[config.mk]
export PLATFORM = sky130hd
export DESIGN_NAME = key_apb_ctrl_flat
export DESIGN_NICKNAME = d
export VERILOG_FILES = /design/src/rtl/key_apb_ctrl_if.sv /design/src/rtl/key_apb_ctrl.sv /design/src/flat_wrapper.sv
export SDC_FILE = /design/constraint.sdc
export NUM_CORES = 1
export LEC_CHECK = 0
export ABC_CLOCK_PERIOD_IN_PS = 2770
export CAP_MARGIN = 20
export CORE_MARGIN = 4
export CORE_UTILIZATION = 47
export CTS_BUF_LIST = sky130_fd_sc_hd__clkbuf_16
export DETAILED_ROUTE_END_ITERATION = 8
export HOLD_SLACK_MARGIN = 0.03
export PLACE_DENSITY = 0.88
export SYNTH_ARGS = -nofsm -noshare
export SYNTH_HDL_FRONTEND = slang
export SYNTH_SLANG_ARGS = --single-unit
[constraint.sdc]
create_clock -name bb_clk_in -period 2.77 [get_ports bb_clk_in]
set_input_delay 0.277 -clock bb_clk_in [delete_from_list [all_inputs] [get_ports bb_clk_in]]
set_output_delay 0.277 -clock bb_clk_in [all_outputs]
set_load 0.03 [all_outputs]
[src/rtl/key_apb_ctrl_if.sv]
// ---------------------------------------------------------------------------
// key_apb_ctrl_if
// APB bus bundle shared by the push-button APB controller and its slave.
//   paddr   [ADDR_W] : word address            (master -> slave)
//   psel             : select                  (master -> slave)
//   penable          : access phase            (master -> slave)
//   pwrite           : 1 = write, 0 = read     (master -> slave)
//   pwdata  [DATA_W] : write data              (master -> slave)
//   prdata  [DATA_W] : read data               (slave  -> master)
//   pready           : transfer ready          (slave  -> master)
//   pslverr          : slave error             (slave  -> master)
// ---------------------------------------------------------------------------
interface key_apb_ctrl_if #(
    parameter int ADDR_W = 8,
    parameter int DATA_W = 32
) ();
    logic [ADDR_W-1:0] paddr;
    logic              psel;
    logic              penable;
    logic              pwrite;
    logic [DATA_W-1:0] pwdata;
    logic [DATA_W-1:0] prdata;
    logic              pready;
    logic              pslverr;

    modport master (
        output paddr, psel, penable, pwrite, pwdata,
        input  prdata, pready, pslverr
    );

    modport slave (
        input  paddr, psel, penable, pwrite, pwdata,
        output prdata, pready, pslverr
    );
endinterface

[src/rtl/key_apb_ctrl.sv]
// ---------------------------------------------------------------------------
// key_apb_ctrl
// A debounced push-button press launches one APB write followed by a
// readback of the same word; the readback is compared against the data
// written. Four words starting at BASE_ADDR are used round-robin.
//   bb_clk_in : clock, rising edge
//   key4      : asynchronous active-low reset
//   key0      : raw push-button, active-high, asynchronous
//   apb       : APB master port (key_apb_ctrl_if.master)
//   busy      : transfer sequence in progress
//   match     : result of the last completed readback compare
//   err       : sticky error (slave error, read mismatch or timeout)
//   wr_cnt    : number of completed writes, mod 256
// ---------------------------------------------------------------------------
module key_apb_ctrl #(
    parameter int DB_CYCLES  = 4,
    parameter int ADDR_W     = 8,
    parameter int DATA_W     = 32,
    parameter int BASE_ADDR  = 0,
    parameter int TMO_CYCLES = 255
) (
    input  logic                  bb_clk_in,
    input  logic                  key4,
    input  logic                  key0,
    key_apb_ctrl_if.master        apb,
    output logic                  busy,
    output logic                  match,
    output logic                  err,
    output logic [7:0]            wr_cnt
);
    localparam int DB_W = $clog2(DB_CYCLES + 1);
    localparam int TW   = $clog2(TMO_CYCLES + 1);

    typedef enum logic [2:0] {
        IDLE,
        W_SETUP,
        W_ACCESS,
        R_SETUP,
        R_ACCESS
    } state_t;

    logic              r_sync1, r_sync2;
    logic              r_key_lvl;
    logic [DB_W-1:0]   r_db_cnt;
    logic              r_press;

    state_t            r_state, w_state_nxt;
    logic              w_wr_done, w_rd_done, w_tmo, w_wait_hit;
    logic [TW-1:0]     r_wait;

    logic [ADDR_W-1:0] r_paddr;
    logic [DATA_W-1:0] r_pwdata;
    logic              r_psel, r_penable, r_pwrite;
    logic              r_busy, r_match, r_err;
    logic [7:0]        r_wr_cnt;
    logic [ADDR_W-1:0] w_addr;
    logic [DATA_W-1:0] w_wdata;

    // Synchronizer and debounce; r_press pulses only on an accepted 0->1.
    always_ff @(posedge bb_clk_in or negedge key4) begin
        if (!key4) begin
            r_sync1   <= 1'b0;
            r_sync2   <= 1'b0;
            r_key_lvl <= 1'b0;
            r_db_cnt  <= '0;
            r_press   <= 1'b0;
        end else begin
            r_sync1 <= key0;
            r_sync2 <= r_sync1;
            r_press <= 1'b0;
            if (r_sync2 != r_key_lvl) begin
                // The DB_CYCLES-th differing sample is the one that flips the level.
                if (r_db_cnt == DB_W'(DB_CYCLES - 1)) begin
                    r_key_lvl <= r_sync2;
                    r_db_cnt  <= '0;
                    r_press   <= r_sync2;
                end else begin
                    r_db_cnt <= r_db_cnt + DB_W'(1);
                end
            end else begin
                r_db_cnt <= '0;
            end
        end
    end

    always_ff @(posedge bb_clk_in or negedge key4) begin
        if (!key4) r_state <= IDLE;
        else       r_state <= w_state_nxt;
    end

    always_comb begin
        w_state_nxt = r_state;
        w_wr_done   = 1'b0;
        w_rd_done   = 1'b0;
        w_tmo       = 1'b0;
        w_wait_hit  = (r_wait == TW'(TMO_CYCLES - 1));
        case (r_state)
            IDLE:     if (r_press) w_state_nxt = W_SETUP;
            W_SETUP:  w_state_nxt = W_ACCESS;
            W_ACCESS: begin
                if (apb.pready) begin
                    w_wr_done   = 1'b1;
                    w_state_nxt = R_SETUP;
                end else if (w_wait_hit) begin
                    w_tmo       = 1'b1;
                    w_state_nxt = IDLE;
                end
            end
            R_SETUP:  w_state_nxt = R_ACCESS;
            R_ACCESS: begin
                if (apb.pready) begin
                    w_rd_done   = 1'b1;
                    w_state_nxt = IDLE;
                end else if (w_wait_hit) begin
                    w_tmo       = 1'b1;
                    w_state_nxt = IDLE;
                end
            end
            default:  w_state_nxt = IDLE;
        endcase
    end

    assign w_addr  = ADDR_W'(BASE_ADDR) + ADDR_W'({r_wr_cnt[1:0], 2'b00});
    assign w_wdata = DATA_W'(r_wr_cnt + 8'd1);

    // Bus and status registers are loaded from the next-state decode so
    // every output changes on the same edge as the state.
    always_ff @(posedge bb_clk_in or negedge key4) begin
        if (!key4) begin
            r_paddr   <= '0;
            r_pwdata  <= '0;
            r_psel    <= 1'b0;
            r_penable <= 1'b0;
            r_pwrite  <= 1'b0;
            r_busy    <= 1'b0;
            r_match   <= 1'b0;
            r_err     <= 1'b0;
            r_wr_cnt  <= '0;
            r_wait    <= '0;
        end else begin
            r_psel    <= (w_state_nxt != IDLE);
            r_penable <= (w_state_nxt == W_ACCESS) || (w_state_nxt == R_ACCESS);
            r_busy    <= (w_state_nxt != IDLE);

            if (r_state == IDLE && w_state_nxt == W_SETUP) begin
                r_paddr  <= w_addr;
                r_pwdata <= w_wdata;
                r_pwrite <= 1'b1;
            end
            if (w_state_nxt == R_SETUP) r_pwrite <= 1'b0;

            if (w_state_nxt == W_SETUP || w_state_nxt == R_SETUP)
                r_wait <= '0;
            else if ((r_state == W_ACCESS || r_state == R_ACCESS) && !apb.pready)
                r_wait <= r_wait + TW'(1);

            if (w_wr_done) r_wr_cnt <= r_wr_cnt + 8'd1;
            if (w_rd_done) r_match  <= (apb.prdata == r_pwdata);

            if ((w_wr_done || w_rd_done) && apb.pslverr) r_err <= 1'b1;
            if (w_rd_done && (apb.prdata != r_pwdata))   r_err <= 1'b1;
            if (w_tmo)                                   r_err <= 1'b1;
        end
    end

    assign apb.paddr   = r_paddr;
    assign apb.pwdata  = r_pwdata;
    assign apb.psel    = r_psel;
    assign apb.penable = r_penable;
    assign apb.pwrite  = r_pwrite;
    assign busy        = r_busy;
    assign match       = r_match;
    assign err         = r_err;
    assign wr_cnt      = r_wr_cnt;
endmodule
[src/flat_wrapper.sv]
// flat-port wrapper written by rule: the top's interface ports become plain ports
module key_apb_ctrl_flat 
#(
    parameter int DB_CYCLES  = 4,
    parameter int ADDR_W     = 8,
    parameter int DATA_W     = 32,
    parameter int BASE_ADDR  = 0,
    parameter int TMO_CYCLES = 255
)
  (bb_clk_in, key4, key0, busy, match, err, wr_cnt, apb_paddr, apb_psel, apb_penable, apb_pwrite, apb_pwdata, apb_prdata, apb_pready, apb_pslverr);
  key_apb_ctrl_if #(.ADDR_W(ADDR_W), .DATA_W(DATA_W)) apb_i ();
  input  logic bb_clk_in;
  input  logic key4;
  input  logic key0;
  output logic busy;
  output logic match;
  output logic err;
  output logic [7:0] wr_cnt;
  output wire logic [$bits(apb_i.paddr)-1:0] apb_paddr;
  output wire logic [$bits(apb_i.psel)-1:0] apb_psel;
  output wire logic [$bits(apb_i.penable)-1:0] apb_penable;
  output wire logic [$bits(apb_i.pwrite)-1:0] apb_pwrite;
  output wire logic [$bits(apb_i.pwdata)-1:0] apb_pwdata;
  input wire logic [$bits(apb_i.prdata)-1:0] apb_prdata;
  input wire logic [$bits(apb_i.pready)-1:0] apb_pready;
  input wire logic [$bits(apb_i.pslverr)-1:0] apb_pslverr;
  assign apb_paddr = apb_i.paddr;
  assign apb_psel = apb_i.psel;
  assign apb_penable = apb_i.penable;
  assign apb_pwrite = apb_i.pwrite;
  assign apb_pwdata = apb_i.pwdata;
  assign apb_i.prdata = apb_prdata;
  assign apb_i.pready = apb_pready;
  assign apb_i.pslverr = apb_pslverr;
  key_apb_ctrl #(.DB_CYCLES(DB_CYCLES), .ADDR_W(ADDR_W), .DATA_W(DATA_W), .BASE_ADDR(BASE_ADDR), .TMO_CYCLES(TMO_CYCLES)) u_core (.bb_clk_in(bb_clk_in), .key4(key4), .key0(key0), .apb(apb_i), .busy(busy), .match(match), .err(err), .wr_cnt(wr_cnt));
endmodule
==> impl_metrics.csv <==
group,metric,value,unit
synth,yosysTopAreaCell,"dfrtp_1",
finish,diodes,0,
finish,drive_gt1_frac,0.0554,
sta,tightestPinTransition,0.889,ns
die,io_pins,91,
die,dieWidth,78.1,um
job,drv_cap,0,
synth,synth_flop_cell,"dfrtp_1",
synth,synthAdderAreaFrac,0.0217,
die,dieArea,6100,sq um
finish,multi_input_area,1080,sq um
global_route,grt_max_degree,43,
synth,ys_ff_latch,42,
clocking,cts_hold_buf,0,
sta,fmax,0.515,GHz
clocking,post_cts_buffers,0,
pwr,powerDensity,819,nW/um^2
global_route,antenna_found_initial,0,
sta,fin_skew,0.00538,ns
routing,dr.pass1.iters,4,
synth,synth_compound_area_frac,0.0563,
finish,area_delta_synth_final,30.3,%
sta,min_period_over_period,0.701,
placement,hpwl,3850,um
sta,max_slew_margin,0.407,
clocking,cts_resized,0,
routing,num_vias,1782,
sta,period_needed,1.94,ns
global_route,grt_usage,0.171,
worst_setup_path,required,2.94,ns
outcome,status,"finished clean",
global_route,grt_pass1_wl,8360,um
synth,async_reset_ff_frac,1.00,
synth,synthXorXnorAreaFrac,0.106,
global_route,grt.overflow.total,0,
synth,netlist_instances,229,
synth,synth_top_family_by_area,"simple AND/OR/NAND/NOR gates",
routing,drc,0,
synth,synth-seq-area-share,0.455,
clocking,cts_tree,"yes",
placement,io_buffers,61,
synth,synth_mux_area_frac,0.0184,
sta,hold_viol_final,0,
pwr,ir_drop,0.000857,V
clocking,htree_levels,2,
clocking,clk_latency,0.28,ns
synth,avgSynthCellArea,10.1,sq um
synth,yosys_warnings,0,
finish,fill_cells,387,
die,start_util,0.486,
routing,drt_iter0_markers,165,
die,die_y,78.1,um
routing,avgViaCountPerCell,5.01,
clocking,clk_pin_slew,0.06,ns
die,core-area,4750,sq um
min_path,holdCritPathClass,"input port to async pin",
pwr,leakage,1.30,nW
finish,layout.nets,329,
worst_setup_path,regToRegSetupSlack,0.83,ns
finish,seqCellArea,1050,sq um
sta,fin_setup_tns,0,ns
worst_setup_path,r2r_cells,4,
synth,synth-simple-area-share,0.219,
clocking,cts_buffers,5,
worst_setup_path,startpoint_type,"flop",
synth,ys_types,40,
routing,wl_per_cell,14.3,um
worst_setup_path,worstPathArrival,2.11,ns
placement,place.gp.congestion,0.793,
synth,synth_area_leaders,"dfrtp_1 (45%), buf_4 (10%), xnor2_1 (7.6%)",
routing,routed_wirelength,5080,um
routing,antenna_left,0,
clocking,cts.path.max_buffers,2,
clocking,clockRootBuffer,"clkbuf_16",
sta,finalSetupViolCount,0,
worst_setup_path,worstSetupEndpointType,"flop",
clocking,clkSinkCount,42,
sta,rsz0062_at_grt,"false",
synth,synth_top_area_frac,0.455,
die,row_count,25,
worst_setup_path,cp_max_fo,14,
pwr,finalPower,2.47,mW
global_route,first_global_vias,1680,
sta,maxSlewViolCount,0,
synth,synth-edff-count,0,
worst_setup_path,crit_type,"flop to flop",
synth,netlist_area,2310,sq um
sequential cells by signal (all words and copies together), names as in the netlist:
register            count
u_core.apb.pwdata       9
u_core.r_wait           8
u_core.wr_cnt           8
u_core.r_db_cnt         3
u_core.r_state          3
u_core.apb.paddr        2
u_core.apb.penable      1
u_core.apb.psel         1
u_core.apb.pwrite       1
u_core.err              1
u_core.match            1
u_core.r_key_lvl        1
u_core.r_press          1
u_core.r_sync1          1
u_core.r_sync2          1
cell usage after synthesis, types with 3 or more instances:
| library cell | n |
|---|---|
| o21ai_1 | 8 |
| nor2_1 | 10 |
| nor2b_1 | 3 |
| nand2_1 | 29 |
| nand4_1 | 5 |
| xor2_1 | 6 |
| buf_2 | 5 |
| ha_1 | 4 |
| dfrtp_1 | 42 |
| xnor2_1 | 20 |
| nand3_1 | 14 |
| a21oi_1 | 3 |
| buf_4 | 32 |
| nor3_1 | 5 |
| nor4_1 | 6 |
| a211oi_1 | 3 |
| inv_1 | 3 |
metal layers:
metal | up-vias | part of all wire | routed length (um) | track usage
li1 | 848 | - | - | -
met1 | 850 | 0.39 | 2000 | 0.213
met2 | 74 | 0.53 | 2680 | 0.297
met3 | 10 | 0.061 | 308 | 0.0344
met4 | 0 | 0.017 | 84 | 0.0577
met5 | - | 0 | 0 | 0
cell families (layout without fill, tap and decap cells):
| kind of cell | after synthesis | after routing |
|---|---|---|
| muxes | 4 | 4 |
| xor gates and xnor gates | 27 | 27 |
| buffers and inverters | 42 | 74 |
| DFF | 42 | 42 |
| adders and majority gates | 4 | 4 |
| other | 1 | 29 |
| and+or+nand+nor | 88 | 88 |
| AOI/OAI and AO/OA | 21 | 21 |
cell usage in the layout, fill, tap and decap left out, types with 4 or more instances in the layout:
cell             netlist  layout
conb_1                 1      29
clkbuf_16              0       5
nor3_1                 5       5
nor4_1                 6       6
o21ai_1                8       8
ha_1                   4       4
clkdlybuf4s50_1        0      60
xor2_1                 6       6
xnor2_1               20      20
dfrtp_1               42      42
inv_1                  3       5
nand2_1               29      29
nand3_1               14      14
nand4_1                5       5
nor2_1                10      10
worst max-delay path, stage by stage, from the launching register on:
cell	delay, ns
dfrtp_1	0.55
or4b_1	0.82
nand2_8	0.19
nor2_1	0.05
a31o_1	0.22
stage by stage:
stage	instance area, sq um	instances	utilization	hold slack, ns	setup WS [ns]
after global placement	2850	348	0.599	0.334	0.894
after floorplan	2420	257	-	-0.0186	1.23
final	3010	356	0.633	0.121	0.827
after detailed placement	2850	348	0.599	0.343	0.835
after global routing	3010	356	0.633	0.219	0.730
after CTS	3010	356	0.633	0.154	0.827
report_power, final:
group / switching [mW] / total [mW] / internal (mW) / leakage, nW
clock: 0.220 / 0.638 / 0.418 / 0.0864
sequential: 0.191 / 0.941 / 0.751 / 0.555
combinational: 0.494 / 0.887 / 0.393 / 0.662
total: 0.905 / 2.47 / 1.56 / 1.30
final timing paths:
kind	start	end
worst min-delay path	key4	u_core.r_wait[2]
max in group asynchronous	key4	u_core.r_state[1]
worst max register to register	u_core.r_state[0]	u_core.r_wait[7]
worst min register to register	u_core.r_sync1	u_core.r_sync2
worst max-delay path	u_core.r_state[0]	u_core.r_wait[7]
min in group bb_clk_in	u_core.r_sync1	u_core.r_sync2
final cells by class:
type,instances,area share
Clock buffer,5,0.0416
Clock inverter,3,0.0125
Inverter,3,0.00374
Multi-Input combinational cell,173,0.359
Sequential cell,42,0.349
Tap cell,67,0.0278
Timing Repair Buffer,63,0.206
(Power assumes the default switching activity.)
